[src/rtl/frame_capture_sequencer_if.sv]
// ============================================================================
// Module : frame_capture_sequencer_if
// Brief  : Mask-RAM write port and neural-net start/done handshake bundle.
// Rev    : 1.0
// ============================================================================
`default_nettype none

interface frame_capture_sequencer_if #(
  parameter int ADDR_BITS  = 11,
  parameter int CLASS_BITS = 3
);
  logic                  mask_we;
  logic [ADDR_BITS-1:0]  mask_addr;
  logic                  mask_bit;
  logic                  nn_start;
  logic                  nn_done;
  logic [CLASS_BITS-1:0] nn_class;

  modport master (
    output mask_we, mask_addr, mask_bit, nn_start,
    input  nn_done, nn_class
  );

  modport slave (
    input  mask_we, mask_addr, mask_bit, nn_start,
    output nn_done, nn_class
  );
endinterface

`default_nettype wire

[src/rtl/frame_capture_sequencer.sv]
// ============================================================================
// Module : frame_capture_sequencer
// Brief  : Deserialises Pi bit-bang HSV pixels, writes a hand mask, then runs
//          the neural-net core once per frame and latches its class.
// Rev    : 1.0
// ============================================================================
`default_nettype none

module frame_capture_sequencer #(
  parameter int         WIDTH          = 40,
  parameter int         LENGTH         = 45,
  parameter int         ADDR_BITS      = 11,
  parameter int         CLASS_BITS     = 3,
  parameter logic [7:0] MIN_HUE        = 8'd0,
  parameter logic [7:0] MAX_HUE        = 8'd25,
  parameter logic [7:0] MIN_SAT        = 8'd40,
  parameter logic [7:0] MAX_SAT        = 8'd255,
  parameter logic [7:0] MIN_VAL        = 8'd60,
  parameter logic [7:0] MAX_VAL        = 8'd255,
  parameter int         TIMEOUT_CYCLES = 100000
) (
  input  wire logic                   fpga_clk,
  input  wire logic                   rst_n,
  input  wire logic                   pi_clk,
  input  wire logic                   data_in,
  input  wire logic                   write_enable,
  frame_capture_sequencer_if.master   bus,
  output logic [CLASS_BITS-1:0]       result,
  output logic                        result_valid,
  output logic [7:0]                  frame_count,
  output logic                        overrun,
  output logic                        timeout_err,
  output logic                        busy
);

  localparam int NPIX    = WIDTH * LENGTH;
  localparam int WD_BITS = $clog2(TIMEOUT_CYCLES + 1);

  localparam logic [1:0] S_IDLE      = 2'd0;
  localparam logic [1:0] S_CAPTURE   = 2'd1;
  localparam logic [1:0] S_INFER     = 2'd2;
  localparam logic [1:0] S_WAIT_DONE = 2'd3;

  logic [1:0]            state_q, state_d;
  logic [2:0]            pclk_sync_q;   // [0],[1] synchroniser, [2] previous sample
  logic [1:0]            data_sync_q;
  logic [1:0]            we_sync_q;
  logic [23:0]           hsv_q, hsv_d;
  logic [4:0]            bit_cnt_q, bit_cnt_d;
  logic [ADDR_BITS-1:0]  pixel_idx_q, pixel_idx_d;
  logic [WD_BITS-1:0]    wd_q, wd_d;
  logic [CLASS_BITS-1:0] result_q, result_d;
  logic                  result_valid_q, result_valid_d;
  logic [7:0]            frame_count_q, frame_count_d;
  logic                  overrun_q, overrun_d;
  logic                  timeout_err_q, timeout_err_d;

  logic w_edge, w_pix_done, w_last_pix, w_timeout, w_in_range;

  // Borrow-bit compares keep the bounds inclusive at 0 and 255.
  function automatic logic in_range(input logic [7:0] v, input logic [7:0] lo,
                                    input logic [7:0] hi);
    logic [8:0] below;
    logic [8:0] above;
    below = {1'b0, v} - {1'b0, lo};
    above = {1'b0, hi} - {1'b0, v};
    return ~below[8] & ~above[8];
  endfunction

  assign w_edge     = pclk_sync_q[1] & ~pclk_sync_q[2] & we_sync_q[1];
  assign w_pix_done = (state_q == S_CAPTURE) && (bit_cnt_q == 5'd24);
  assign w_last_pix = (pixel_idx_q == ADDR_BITS'(NPIX - 1));
  assign w_timeout  = (state_q == S_CAPTURE) && (wd_q == WD_BITS'(TIMEOUT_CYCLES));
  assign w_in_range = in_range(hsv_q[7:0], MIN_HUE, MAX_HUE)
                    & in_range(hsv_q[15:8], MIN_SAT, MAX_SAT)
                    & in_range(hsv_q[23:16], MIN_VAL, MAX_VAL);

  always_ff @(posedge fpga_clk or negedge rst_n) begin
    if (!rst_n) begin
      pclk_sync_q <= '0;
      data_sync_q <= '0;
      we_sync_q   <= '0;
    end else begin
      pclk_sync_q <= {pclk_sync_q[1:0], pi_clk};
      data_sync_q <= {data_sync_q[0], data_in};
      we_sync_q   <= {we_sync_q[0], write_enable};
    end
  end

  always_ff @(posedge fpga_clk or negedge rst_n) begin
    if (!rst_n) begin
      state_q <= S_IDLE;
    end else begin
      state_q <= state_d;
    end
  end

  always_comb begin
    state_d = state_q;
    unique case (state_q)
      S_IDLE:      if (w_edge) state_d = S_CAPTURE;
      S_CAPTURE: begin
        if (w_timeout)                    state_d = S_IDLE;
        else if (w_pix_done && w_last_pix) state_d = S_INFER;
      end
      S_INFER:     state_d = S_WAIT_DONE;
      S_WAIT_DONE: if (bus.nn_done) state_d = S_IDLE;
      default:     state_d = S_IDLE;
    endcase
  end

  always_comb begin
    hsv_d          = hsv_q;
    bit_cnt_d      = bit_cnt_q;
    pixel_idx_d    = pixel_idx_q;
    wd_d           = wd_q;
    result_d       = result_q;
    result_valid_d = result_valid_q;
    frame_count_d  = frame_count_q;
    overrun_d      = overrun_q;
    timeout_err_d  = timeout_err_q;
    unique case (state_q)
      S_IDLE, S_CAPTURE: begin
        wd_d = (state_q == S_CAPTURE && !w_edge) ? wd_q + WD_BITS'(1) : '0;
        if (w_timeout) begin
          hsv_d         = '0;
          bit_cnt_d     = '0;
          pixel_idx_d   = '0;
          wd_d          = '0;
          timeout_err_d = 1'b1;
        end else if (w_pix_done) begin
          bit_cnt_d   = '0;
          pixel_idx_d = w_last_pix ? '0 : pixel_idx_q + ADDR_BITS'(1);
        end else if (w_edge) begin
          hsv_d[bit_cnt_q] = data_sync_q[1];
          bit_cnt_d        = bit_cnt_q + 5'd1;
        end
      end
      S_INFER: begin
        result_valid_d = 1'b0;
        if (w_edge) overrun_d = 1'b1;
      end
      S_WAIT_DONE: begin
        if (w_edge) overrun_d = 1'b1;
        if (bus.nn_done) begin
          result_d       = bus.nn_class;
          result_valid_d = 1'b1;
          frame_count_d  = frame_count_q + 8'd1;
        end
      end
      default: ;
    endcase
  end

  always_ff @(posedge fpga_clk or negedge rst_n) begin
    if (!rst_n) begin
      hsv_q          <= '0;
      bit_cnt_q      <= '0;
      pixel_idx_q    <= '0;
      wd_q           <= '0;
      result_q       <= '0;
      result_valid_q <= 1'b0;
      frame_count_q  <= '0;
      overrun_q      <= 1'b0;
      timeout_err_q  <= 1'b0;
    end else begin
      hsv_q          <= hsv_d;
      bit_cnt_q      <= bit_cnt_d;
      pixel_idx_q    <= pixel_idx_d;
      wd_q           <= wd_d;
      result_q       <= result_d;
      result_valid_q <= result_valid_d;
      frame_count_q  <= frame_count_d;
      overrun_q      <= overrun_d;
      timeout_err_q  <= timeout_err_d;
    end
  end

  // Outputs decode from reset registers, so they all read 0 while rst_n is low.
  always_comb begin
    bus.mask_we   = w_pix_done;
    bus.mask_addr = pixel_idx_q;
    bus.mask_bit  = w_pix_done & w_in_range;
    bus.nn_start  = (state_q == S_INFER);
    busy          = (state_q == S_INFER) || (state_q == S_WAIT_DONE);
  end

  assign result       = result_q;
  assign result_valid = result_valid_q;
  assign frame_count  = frame_count_q;
  assign overrun      = overrun_q;
  assign timeout_err  = timeout_err_q;

endmodule

`default_nettype wire

[src/flat_wrapper.sv]
// flat-port wrapper written by rule: the top's interface ports become plain ports
module frame_capture_sequencer_flat 
#(
  parameter int         WIDTH          = 40,
  parameter int         LENGTH         = 45,
  parameter int         ADDR_BITS      = 11,
  parameter int         CLASS_BITS     = 3,
  parameter logic [7:0] MIN_HUE        = 8'd0,
  parameter logic [7:0] MAX_HUE        = 8'd25,
  parameter logic [7:0] MIN_SAT        = 8'd40,
  parameter logic [7:0] MAX_SAT        = 8'd255,
  parameter logic [7:0] MIN_VAL        = 8'd60,
  parameter logic [7:0] MAX_VAL        = 8'd255,
  parameter int         TIMEOUT_CYCLES = 100000
)
  (fpga_clk, rst_n, pi_clk, data_in, write_enable, result, result_valid, frame_count, overrun, timeout_err, busy, bus_mask_we, bus_mask_addr, bus_mask_bit, bus_nn_start, bus_nn_done, bus_nn_class);
  frame_capture_sequencer_if #(.ADDR_BITS(ADDR_BITS), .CLASS_BITS(CLASS_BITS)) bus_i ();
  input  wire logic fpga_clk;
  input  wire logic rst_n;
  input  wire logic pi_clk;
  input  wire logic data_in;
  input  wire logic write_enable;
  output logic [CLASS_BITS-1:0] result;
  output logic result_valid;
  output logic [7:0] frame_count;
  output logic overrun;
  output logic timeout_err;
  output logic busy;
  output wire logic [$bits(bus_i.mask_we)-1:0] bus_mask_we;
  output wire logic [$bits(bus_i.mask_addr)-1:0] bus_mask_addr;
  output wire logic [$bits(bus_i.mask_bit)-1:0] bus_mask_bit;
  output wire logic [$bits(bus_i.nn_start)-1:0] bus_nn_start;
  input wire logic [$bits(bus_i.nn_done)-1:0] bus_nn_done;
  input wire logic [$bits(bus_i.nn_class)-1:0] bus_nn_class;
  assign bus_mask_we = bus_i.mask_we;
  assign bus_mask_addr = bus_i.mask_addr;
  assign bus_mask_bit = bus_i.mask_bit;
  assign bus_nn_start = bus_i.nn_start;
  assign bus_i.nn_done = bus_nn_done;
  assign bus_i.nn_class = bus_nn_class;
  frame_capture_sequencer #(.WIDTH(WIDTH), .LENGTH(LENGTH), .ADDR_BITS(ADDR_BITS), .CLASS_BITS(CLASS_BITS), .MIN_HUE(MIN_HUE), .MAX_HUE(MAX_HUE), .MIN_SAT(MIN_SAT), .MAX_SAT(MAX_SAT), .MIN_VAL(MIN_VAL), .MAX_VAL(MAX_VAL), .TIMEOUT_CYCLES(TIMEOUT_CYCLES)) u_core (.fpga_clk(fpga_clk), .rst_n(rst_n), .pi_clk(pi_clk), .data_in(data_in), .write_enable(write_enable), .bus(bus_i), .result(result), .result_valid(result_valid), .frame_count(frame_count), .overrun(overrun), .timeout_err(timeout_err), .busy(busy));
endmodule
[config.mk]
export PLATFORM = sky130hd
export DESIGN_NAME = frame_capture_sequencer_flat
export DESIGN_NICKNAME = d
export VERILOG_FILES = /design/src/rtl/frame_capture_sequencer_if.sv /design/src/rtl/frame_capture_sequencer.sv /design/src/flat_wrapper.sv
export SDC_FILE = /design/constraint.sdc
export NUM_CORES = 1
export LEC_CHECK = 0
export ABC_AREA = 1
export CAP_MARGIN = 25
export CORE_MARGIN = 2
export CORE_UTILIZATION = 57
export DETAILED_ROUTE_END_ITERATION = 10
export PLACE_DENSITY = 0.91
export SYNTH_ARGS = -nofsm -noshare
export SYNTH_HDL_FRONTEND = slang
export SYNTH_SLANG_ARGS = --single-unit
[constraint.sdc]
create_clock -name fpga_clk -period 2.3 [get_ports fpga_clk]
set_input_delay 0.345 -clock fpga_clk [delete_from_list [all_inputs] [get_ports fpga_clk]]
set_output_delay 0.345 -clock fpga_clk [all_outputs]
set_load 0.02 [all_outputs]
==> summary.md <==
| Metric | Value |
|---|---|
| Status | finished clean |
| CP endpoint kind | primary output |
| Pwr/cell area | 728 nW/um^2 |
| R2r endpoint | u_core.hsv_q[15]$_DFFE_PN0P_ |
| Clock skew | 0.00545 ns |
| Final std cells w/o fill | 663 |
| Min Hold Slack | 0.126 ns |
| Vias | 3753 |
| Number of hold buffers added after cts | 0 |
| Design Power | 3.50 mW |
| First-pass GRT wire length | 16.4 mm |
| Worst Hold Class | in -> async |
| Num CTS Buffers | 9 |
| Endpoints failing setup | 0 |
| Synth Net Count | 529 |
| Pins Over Slew Limit | 0 |
| IO Count | 38 |
| Synth Warn # | 0 |
| TritonRoute pass-1 iters | 6 |
| Unique cell type count in the Yosys netlist | 35 |
| Total track usage | 27.3% |
| Layout cells sized above 1 | 8.99% |
| Die extent in y | 88.1 um |
| Fin. Hold Viols | 0 |
| Pre-CTS WS | 0.0457 ns |
| Placed cell area | 4550 sq um |
| Number of port buffers | 37 |
| Vias in the first global route | 3654 |
| Setup_tns | 0 ns |
| Main combinational cell family by area after synthesis | simple AND/OR/NAND/NOR gates |
| Gpl congestion | 0.911 |
| Initial Util | 59.0% |
| Synth top area cells | dfrtp_1 46%, nand2_1 12%, nand3_1 8.6% |
| Pin count of the biggest net entering global routing | 75 |
| H-tree levels | 3 |
| Root Buffer | clkbuf_8 |
| Antenna cells | 0 |
| Fin area | 4810 sq um |
| Sequential share of the synthesized area | 45.9% |
| Static Leak | 2.34 nW |
| Count of state elements after synthesis | 74 |
| Worst path required time | 1.96 ns |
| Cell Area, Synth | 4030 sq um |
| Final min period | 2.20 ns |
| Fmax achieved | 455 MHz |
| Area fraction in compound gates after synthesis | 5.80% |
| Routed length per instance | 14.9 um |
| Worst Path Max Fanout | 6 |
| DPL Wire Length | 6.61 mm |
| Prevailing post-synth register cell | dfrtp_1 |
| Period utilization | 95.5% |
| DRC viols | 0 |
| Worst r2r path cells | 12 |
| Final wirelength | 9.90 mm |
| Post-Synthesis Cells | 512 |
| Post-synth EDFFs | 0 |
| Asr flop ratio synth | 100% |
| Post-DR vias/cell | 5.66 |
| Horiz. Die Dim | 88.1 um |
| Initial DRC count | 244 |
| Post-Synth XOR/XNOR Area | 5.43% |
| Post-synthesis mux area share | 1.12% |
| Clk slew on worst S/H paths | 0.08 ns |
| CP Launch Type | flop |
| Post-synth top area share | 45.9% |
| Global route total overflow | 0 |
| Initial antenna violation count | 0 |
| Reg-to-Reg Start | u_core.wd_q[0]$_DFFE_PN0P_ |
| R2R Setup Slk | 0.23 ns |
| Layout area overhead | 19.3% |
| # clock sinks | 74 |
| Synth area leader | dfrtp_1 |
| Core ar. | 6830 sq um |
| TritonCTS clock tree | built |
| Most frequent cell after synthesis | nand2_1 |
| Post-Synth Simple-Gate Area | 31.3% |
| Placed cells | 647 |
| Post-route setup slack | 0.103 ns |
| Total die area | 7770 sq um |
| Critical path class | reg -> out |
| Final #Nets | 579 |
| Slew @ Worst Pin | 0.914 ns |
| Post-DRT Antenna Nets | 0 |
| Max Cap Viol | 0 |
| Critical Path AT | 1.85 ns |
| Commonest cells in the netlist | 126 x nand2_1, 74 x dfrtp_1, 69 x nand3_1 |
| Adder-cell share of the synthesized area | 2.48% |
| Max_slew headroom | 39.1% |
| Avg Inst Size Synth | 7.88 sq um |
| Peak supply drop | 0.000558 V |
| Max Root-Sink Buffers | 2 |
| Finished Core Util | 70.4% |
| Clock latency at the later pin of the worst-skew pair | 0.36 ns |
| Unrepaired setup endpoints after global routing | no |
| Rows | 30 |
[state kept, by name, indices dropped and copies added, names as in the netlist, 2 cells and up, named ones only]
name                  count
u_core.frame_count        8
u_core.bus.mask_addr     11
u_core.we_sync_q          2
u_core.pclk_sync_q        3
u_core.wd_q              17
u_core.bit_cnt_q          5
u_core.data_sync_q        2
u_core.hsv_q             18
u_core.result             3
[worst max-delay path by stage]
stage	startpoint	end	slack (ns)	depth (start not counted)
global route	u_core.bit_cnt_q[0]$_DFFE_PN0P_	bus_mask_we	0.04	6
detailed placement	u_core.bit_cnt_q[0]$_DFFE_PN0P_	bus_mask_bit	0.05	7
CTS	u_core.wd_q[0]$_DFFE_PN0P_	u_core.hsv_q[18]$_DFFE_PN0P_	0.07	11
floorplan	u_core.bit_cnt_q[0]$_DFFE_PN0P_	bus_mask_bit	0.04	6
finish	u_core.bit_cnt_q[0]$_DFFE_PN0P_	bus_mask_we	0.10	6
global placement	u_core.bit_cnt_q[0]$_DFFE_PN0P_	bus_mask_bit	0.09	7
[cell type report]
| type | instances | area, sq um |
|---|---|---|
| Fill cell | 535 | 2020 |
| Multi-Input combinational cell | 361 | 1880 |
| Sequential cell | 74 | 1850 |
| Timing Repair Buffer | 51 | 467 |
| Inverter | 65 | 244 |
| Clock buffer | 9 | 124 |
| Clock inverter | 7 | 124 |
| Tap cell | 96 | 120 |
[power breakdown]
part	leakage [nW]	switching (mW)	internal, mW
Combinational	1.23	0.450	0.246
Clock	0.121	0.533	0.732
Sequential	0.985	0.111	1.43
[placed cells by master (no fill, tap or decap), types with 4 or more instances in the layout]
cell               n
a21oi_1            4
buf_4             15
clkbuf_8           9
clkdlybuf4s50_1   34
dfrtp_1           74
ha_1               8
inv_1             62
mux2_2             4
nand2_1          126
nand3_1           69
nand4_1           12
nor2_1            53
nor3_1            14
o21ai_0           16
o22ai_1           11
xnor2_1            4
xor2_1            21
[critical path: stages (launching register included)]
cell and delay [ns]:
dfrtp_1 0.40, inv_1 0.09, ha_1 0.17, nand2_1 0.10
nor3_4 0.20, buf_4 0.19, dlygate4sd2_1 0.35
[routing by layer]
metal | track usage (%) | up-vias | share of wire (%)
met5 | 0 | - | 0
met4 | 10.9 | 0 | 2.8
met3 | 4.71 | 39 | 5.3
met2 | 48.1 | 165 | 51
met1 | 33.5 | 1783 | 41
li1 | - | 1766 | -
[cell families after synthesis]
kind of cell,count (synthesis)
simple gates,286
buf+inv,77
flops,74
compound gates,38
xor+xnor,25
fa+ha+maj,8
mux,4
[what timing repair did]
item / 4_1_cts / 5_1_grt
resized for setup: 6 / 3
cloned: 0 / 0
setup endpoints to repair: 2 / 19
setup buffers: 0 / 0
No activity file was read; power rests on OpenSTA's default activity.
